`src/rtl/snake_tick_scheduler.sv`:
```
`default_nettype none
// ============================================================================
// Module      : snake_tick_scheduler
// Description : Central timing controller for the Snake game. Sequences play
//               (IDLE/RUN/PAUSED/OVER) and produces single-cycle enable
//               strobes in the clk domain: a level-dependent move_tick and a
//               free-running refresh_tick for the display scan.
//               Optional feature macro: SNAKE_TURBO_EN adds a `turbo` input
//               that halves the effective move period while running.
//               rst_n asserts asynchronously; its deassertion is expected to
//               be synchronised to clk by the system reset generator.
// Revision    : 1.0 - initial release
// ============================================================================
module snake_tick_scheduler #(
   parameter int unsigned BASE_PERIOD     = 50_000_000,
   parameter int unsigned PERIOD_STEP     = 2_500_000,
   parameter int unsigned MIN_PERIOD      = 10_000_000,
   parameter int unsigned FOODS_PER_LEVEL = 4,
   parameter int unsigned MAX_LEVEL       = 15,
   parameter int unsigned REFRESH_DIV     = 5000,
   parameter int unsigned CNT_W           = 32
) (
   input  logic       clk,
   input  logic       rst_n,
`ifdef SNAKE_TURBO_EN
   input  logic       turbo,
`endif
   input  logic       start,
   input  logic       pause_req,
   input  logic       game_over,
   input  logic       food_eaten,
   output logic       move_tick,
   output logic       refresh_tick,
   output logic [3:0] level,
   output logic [1:0] state
);

   // Period arithmetic is four bits wider than the counters so that
   // level*PERIOD_STEP can never wrap before the floor is applied.
   localparam int unsigned PW = CNT_W + 4;

   localparam logic [PW-1:0]    C_BASE      = PW'(BASE_PERIOD);
   localparam logic [PW-1:0]    C_STEP      = PW'(PERIOD_STEP);
   localparam logic [PW-1:0]    C_MIN       = PW'(MIN_PERIOD);
   localparam logic [CNT_W-1:0] C_FOOD_LAST = CNT_W'(FOODS_PER_LEVEL - 1);
   localparam logic [CNT_W-1:0] C_REF_LAST  = CNT_W'(REFRESH_DIV - 1);
   localparam logic [3:0]       C_MAX_LVL   = 4'(MAX_LEVEL);

   typedef enum logic [1:0] {
      ST_IDLE   = 2'd0,
      ST_RUN    = 2'd1,
      ST_PAUSED = 2'd2,
      ST_OVER   = 2'd3
   } state_t;

   state_t           state_q,        state_d;
   logic [CNT_W-1:0] move_cnt_q,     move_cnt_d;
   logic [CNT_W-1:0] food_cnt_q,     food_cnt_d;
   logic [CNT_W-1:0] refresh_cnt_q,  refresh_cnt_d;
   logic [3:0]       level_q,        level_d;
   logic [PW-1:0]    period_q,       period_d;
   logic             move_tick_q,    move_tick_d;
   logic             refresh_tick_q, refresh_tick_d;

   logic [PW-1:0]    period_reduce;
   logic [PW-1:0]    eff_period;
   logic             move_wrap;
   logic             refresh_wrap;

   // Turbo halves the period only while running; elsewhere the counter is idle.
`ifdef SNAKE_TURBO_EN
   assign eff_period = (turbo && (state_q == ST_RUN)) ? (period_q >> 1) : period_q;
`else
   assign eff_period = period_q;
`endif

   // ">=" rather than "==": a period that shrinks below the current count
   // fires on the next cycle instead of running the counter all the way round.
   assign move_wrap = (PW'(move_cnt_q) >= (eff_period - PW'(1)));

   // Move period from level, floored at MIN_PERIOD without underflow.
   always_comb begin
      period_reduce = PW'(level_q) * C_STEP;
      if ((C_BASE > period_reduce) && ((C_BASE - period_reduce) > C_MIN)) begin
         period_d = C_BASE - period_reduce;
      end else begin
         period_d = C_MIN;
      end
   end

   // Display refresh divider, running in every game state.
   always_comb begin
      refresh_wrap   = (refresh_cnt_q >= C_REF_LAST);
      refresh_cnt_d  = refresh_wrap ? '0 : refresh_cnt_q + CNT_W'(1);
      refresh_tick_d = refresh_wrap;
   end

   // Game state sequencing, move counter, food counter and level.
   always_comb begin
      state_d     = state_q;
      move_cnt_d  = move_cnt_q;
      food_cnt_d  = food_cnt_q;
      level_d     = level_q;
      move_tick_d = 1'b0;

      case (state_q)
         // Strict priority: a higher-priority pulse that has no meaning in
         // this state still masks a coincident start.
         ST_IDLE, ST_OVER: begin
            if (!game_over && !pause_req && start) begin
               state_d    = ST_RUN;
               move_cnt_d = '0;
               food_cnt_d = '0;
               level_d    = '0;
            end
         end

         ST_RUN: begin
            move_cnt_d = move_wrap ? '0 : move_cnt_q + CNT_W'(1);
            // A period completing on the collision edge is not delivered.
            move_tick_d = move_wrap && !game_over;

            if (food_eaten) begin
               if (food_cnt_q >= C_FOOD_LAST) begin
                  food_cnt_d = '0;
                  if (level_q < C_MAX_LVL) begin
                     level_d = level_q + 4'd1;
                  end
               end else begin
                  food_cnt_d = food_cnt_q + CNT_W'(1);
               end
            end

            if (game_over) begin
               state_d = ST_OVER;
            end else if (pause_req) begin
               state_d = ST_PAUSED;
            end
         end

         ST_PAUSED: begin
            if (game_over) begin
               state_d = ST_OVER;
            end else if (pause_req) begin
               state_d = ST_RUN;
            end
         end

         default: begin
            state_d = ST_IDLE;
         end
      endcase
   end

   // State and output registers with asynchronous active-low reset.
   always_ff @(posedge clk or negedge rst_n) begin
      if (!rst_n) begin
         state_q        <= ST_IDLE;
         move_cnt_q     <= '0;
         food_cnt_q     <= '0;
         refresh_cnt_q  <= '0;
         level_q        <= '0;
         period_q       <= C_BASE;
         move_tick_q    <= 1'b0;
         refresh_tick_q <= 1'b0;
      end else begin
         state_q        <= state_d;
         move_cnt_q     <= move_cnt_d;
         food_cnt_q     <= food_cnt_d;
         refresh_cnt_q  <= refresh_cnt_d;
         level_q        <= level_d;
         period_q       <= period_d;
         move_tick_q    <= move_tick_d;
         refresh_tick_q <= refresh_tick_d;
      end
   end

   assign move_tick    = move_tick_q;
   assign refresh_tick = refresh_tick_q;
   assign level        = level_q;
   assign state        = state_q;

endmodule
`default_nettype wire

```
`config.mk`:
```
export PLATFORM = sky130hd
export DESIGN_NAME = snake_tick_scheduler
export DESIGN_NICKNAME = d
export VERILOG_FILES = /design/src/rtl/snake_tick_scheduler.sv
export SDC_FILE = /design/constraint.sdc
export NUM_CORES = 1
export LEC_CHECK = 0
export ABC_AREA = 1
export CAP_MARGIN = 5
export CORE_ASPECT_RATIO = 0.7
export CORE_MARGIN = 2
export CORE_UTILIZATION = 48
export CTS_CLUSTER_DIAMETER = 80
export CTS_CLUSTER_SIZE = 10
export DETAILED_ROUTE_END_ITERATION = 10
export PLACE_DENSITY = 0.73
export RECOVER_POWER = 100
export SYNTH_ARGS = -nofsm -noshare
export SYNTH_HDL_FRONTEND = slang
export SYNTH_SLANG_ARGS = --single-unit
```
`constraint.sdc`:
```
create_clock -name clk -period 4.8 [get_ports clk]
set_input_delay 0.72 -clock clk [delete_from_list [all_inputs] [get_ports clk]]
set_output_delay 0.72 -clock clk [all_outputs]
set_load 0.1 [all_outputs]
```
; After elaboration in Yosys (flattened, before gate mapping)
; Index checks and enable logic that the tools add are counted.
[op_classes]
n_addsub = 6
mul = 1
reduce_logical = 13
n_eq_ne = 9
mux = 20
n_lt_le_gt_ge = 6
[op_table]
columns = op, count
row1 = $mux 32, 5
row2 = $pmux 32 s2, 2
row3 = $add 32x1->32 const B, 3
row4 = $ge 32x36->1, 1
row5 = $gt 36x24->1 const B, 1
row6 = $mux 36, 1
row7 = $sub 36x1->36 const B, 1
row8 = $ge 32x13->1 const B, 1
row9 = $ge 32x2->1 const B, 1
row10 = $sub 26x26->27 const A, 1
row11 = $gt 26x26->1 const A, 1
row12 = $mul 4x17->21 const B, 1
row13 = $mux 4, 4
row14 = $mux 2, 5
row15 = $ne 2x2->1 const B, 4
row16 = $pmux 4 s2, 1
row17 = $ne 3x3->1 const B, 2
row18 = $pmux 2 s3, 1
row19 = $reduce_and 3->1, 2
row20 = $reduce_and 5->1, 1
row21 = $add 4x1->4 const B, 1
row22 = $eq 2x2->1 const B, 2
row23 = $logic_and 1x1->1, 4
row24 = $lt 4x4->1 const B, 1
row25 = 7 further kinds, 8
[totals]
word_cells = 63
out_inout_bits = 8
ff_bits = 140

; Longest topological paths before layout
[depth]
depth_word = 5
ltp_mapped = 27
ltp_nobuf = 26

; Worst setup path before layout
; No wires, ideal clock.
[synth_path]
kind = register -> register
startpoint = register level_q[2], in the netlist level[2]
endpoint = register period_q[24], in the netlist eff_period[24]
path_buffers = 2
setup_slack_ps = 457
period_less_slack_ps = 4343
setup_ps = 127
t_arrival_ps = 4216
required_time_ps = 4673
path_stages_with_launch = 26
path_cell_list = dfrtp_1 > buf_4 > inv_1 > ha_1 > fa_1 > inv_1 > ha_1 > nand2_1 > nand2_1 > inv_2 > nand2_2 > nand2_1 > nand2_2 > nand2_1 > nand2_1 > nand2_2 > inv_2 > nand2_1 > nand2_1 > nor2_1 > nand2_1 > xnor2_1 > nand2_1 > nand3_2 > buf_6 > a21oi_2
[synth_between]
elab_chain_len = 5
[synth_rtl]
columns = element, line_no
row1 = "start, declared", 60  ; logic [3:0] level_q, level_d;
row2 = "start signal, assigned", 171  ; level_q <= level_d;
row3 = $mul 4x17->21 *, 83  ; period_reduce = PW'(level_q) * C_STEP;
row4 = $sub 26x26->27, "84, 85"
row5 = $gt 36x24->1, 84  ; if ((C_BASE > period_reduce) && ((C_BASE - period_reduce) > C_MIN)) begin
row6 = $logic_and 1x1->1, 84
row7 = $mux 36 *, 84
row8 = named net period_d[24], 61  ; logic [PW-1:0] period_q, period_d;
row9 = "end signal, assigned", 172  ; period_q <= period_d;
row10 = "end, declared", 61
; The timed path passes the listed nets; every way through them passes the cells marked *.
; A chain may end at the register's enable or synchronous reset.

; Worst setup path in the final report
[layout_path]
startpoint = register level_q[0], in the netlist level[0]
endpoint = register period_q[20], in the netlist eff_period[20]
; The elaborated chain is that of the path after synthesis.

==> key figures <==
Global routing
  • Grt ovf: 0
  • Pin count of the biggest net entering global routing: 65
  • First-pass GRT wire length: around 31,000 microns
  • GR Util All Layers: 20.79%
  • Vias in the first global route: roughly 6,500
  • Antenna violations before repair: 0

STA
  • Post-Route Setup TNS: 0 ps
  • RSZ-0062 raised after global routing: no
  • Fmax: 228.1 MHz
  • Final min period: 4384 ps
  • Fin crit share: roughly 90%
  • Worst Clk Skew: ~11 ps
  • Setup-failing EPs final: 0
  • Max-slew headroom: -20.15%
  • Final hold vios: 0
  • Post-route setup slack: 415.5 ps
  • Worst-margin pin slew: 1802 ps
  • Fin. max-slew vios: 102

Die
  • Core footprint: 16,490 sq um
  • Site row count: 39
  • Die width: 159.8 microns
  • Initial Util: approximately 49%
  • IO Count: 14
  • DIE AREA: 18,070 sq um
  • DIE HEIGHT: ~110 microns

Cells and area
  • Register area: approximately 3200 sq um
  • Syn-to-layout area delta: 12.53%
  • Area of the multi-input gates: approximately 4300 sq um
  • Commonest non-fill, non-tap cell in the layout: nand2_1
  • Leading cell types in the layout, fill and taps excluded: nand2_1, inv_1, nor2_1
  • Final Util: between 50% and 60%
  • Final net count: 1,171
  • Inserted Diodes: 0
  • Share of layout cells above drive strength 1: 7.513%
  • Filler cells: approximately 1,500

Logic synthesis
  • Area of the mapped netlist: 8159 sq um
  • YS warnings: 0
  • Seq cells post-synth: between 100 and 150
  • Post-synth top area cell: dfrtp_1
  • Ys async rst share: between 90% and 100%
  • Top cells by area, synth: dfrtp_1, nand2_1, ha_1, inv_1, nor2_1
  • Yosys cell types: 50
  • Post-synthesis sequential area ratio: between 30% and 40%
  • Ys flop type: dfrtp_1
  • Gate Count Post-Synth: about 1,100
  • Post-synth EDFFs: 0
  • Avg Inst Size Synth: roughly 7.7 sq um
  • Post-synth top area share: around a third

Worst setup path
  • Slowest CP cell: dfrtp_1
  • Critical R2R Launch: level[0]$_DFFE_PN0P_
  • Critical Path RT: slightly above 5000 ps
  • Crit-path max FO: 13
  • Crit-path leading delay family: simple AND/OR/NAND/NOR gates
  • Crit start category: flop
  • CP dominant cell by count: nand2_1
  • Worst Setup SP: level[0]$_DFFE_PN0P_
  • CP Data Arrival Time: around 4700 ps
  • CP endpoint kind: flop
  • CP Class: reg2reg
  • Worst path max stage delay: 580 ps
  • Crit-path cells: inv_1, fa_1, inv_1, ha_1, nand2_1, nand2_1, inv_2, nand2_1, nand2_1, nand2_1, nand2_1, nand2_1, nor2_1, nand2_1, nand3_1, nand2_1, o21bai_1, nand2_1, nor2_1, nand2_1, nand3_1, nand2_2, nand2_1
  • Buf+Inv Stages, Crit Path: 3

CTS
  • Root Buffer: clkbuf_16
  • CTS tree: done
  • # H-tree levels: 4
  • Clock transition at path regs: 60 ps
  • # clock sinks: 126
  • CTS Buffer Depth: 2
  • CTS resizes: 0
  • Clock latency on the worst-skew pair: between 400 and 500 ps
  • Cts bufs inserted: 17
  • Number of setup buffers added after CTS: 0
  • Hold-fix buffers at CTS: 0

Pwr
  • Leakage: approximately 4.4 nW
  • PD cells: 594.8 nW/um^2
  • VDD IR max: just over 400 uV
  • Pwr Total: 5.461 mW

Worst hold path
  • Worst min path class: reg2reg
  • HP Start: refresh_cnt_q[0]$_DFF_PN0_

Run status
  • Run status: complete, but fails checks
  • Violated checks: max-capacitance violations, max-slew violations

Run
  • MaxCap Viol Count: 2

Route
  • Routed via count: between 6,000 and 7,000
  • Routed WL: 17,390 microns
  • Post-DR wirelength/cell: between 10 and 15 microns
  • DR iter-0 viols: 586
  • Pre-antenna DRT Iters: 6
  • Remaining DRCs: 0
  • Via density: between 5 and 6
  • Routed Antenna Nets: 0

Placement
  • Pre-CTS setup slack: slightly below 600 ps
  • I/O Buffers: 13
  • RD Place Congestion: slightly above 0.9
  • Detailed placer's ending HPWL: around 13,000 microns
==> layout make-up <==
class,instances,share of cell area [%]
sequential,126,34.51
clock buffer,20,5.083
inverter,165,6.746
multi-input combinational,777,47.22
tap,225,3.066
clock inverter,12,1.731
timing repair buffer,18,1.649
==> worst paths after layout <==
check | endpoint | cells after the start | slack [ps]
worst max-delay path | eff_period[20]$_DFF_PN1_ | 23 | 420
worst min-delay path | refresh_cnt_q[0]$_DFF_PN0_ | 1 | 460
worst max register to register | eff_period[20]$_DFF_PN1_ | 23 | 420
worst min register to register | refresh_cnt_q[0]$_DFF_PN0_ | 1 | 460
max in group asynchronous | eff_period[34]$_DFF_PN0_ | 2 | 1890
min in group asynchronous | food_cnt_q[22]$_DFFE_PN0P_ | 1 | 600
==> cells in the mapped netlist (all sizes together) (4+ instances only) <==
library cell,n
nor4,18
nor2,128
nor3,29
xnor2,12
o21ai,53
nand3,73
nand4,25
xor2,43
nand2,242
o21a,4
dfrtp,114
dfstp,12
a21oi,44
clkbuf,4
nor3b,7
inv,165
ha,58
buf,8
==> sequential cells by signal (all words and copies together), names as in the netlist <==
register and flops:
food_cnt_q 32, move_cnt_q 32, eff_period 22, move_tick 1, state 2, level 4, refresh_cnt_q 32, refresh_tick 1
==> power breakdown <==
| group | total (mW) | switching (mW) | internal (mW) |
|---|---|---|---|
| clock network | 1.34 | 0.481 | 0.860 |
| registers | 1.40 | 0.149 | 1.25 |
| logic | 2.72 | 1.91 | 0.807 |
| total | 5.46 | 2.54 | 2.92 |
==> cells by family after synthesis <==
logic type | Yosys count | synth area share [%]
xor gates and xnor gates | 55 | 6.318
other | 1 | 0.04596
buffers and inverters | 177 | 8.419
AOI/OAI and AO/OA | 113 | 8.128
DFF | 126 | 38.83
adders and majority gates | 60 | 9.385
and+or+nand+nor | 529 | 28.88
==> metal layers <==
metal  vias to the layer above  track usage [%]  routed length, microns  part of all wire [%]
met5                         -                0                       0                     0
met3                        26            4.142                     783                   4.5
met4                         0            5.706                     217                   1.2
met2                       163            32.15                    7513                    43
li1                       3503                -                       -                     -
met1                      3131            29.98                    8876                    51
==> through the flow <==
stage | instance area [sq um] | hold WS, ps | cells
after global routing | 9181 | 490.6 | 1343
after global placement | 8610 | 450.2 | 1311
after detailed placement | 8610 | 457.8 | 1311
after floorplan | 8230 | 424.4 | 1080
after CTS | 9235 | 207.2 | 1343
final | 9181 | 462.6 | 1343
Note: power is estimated with default switching activity, not from simulation.
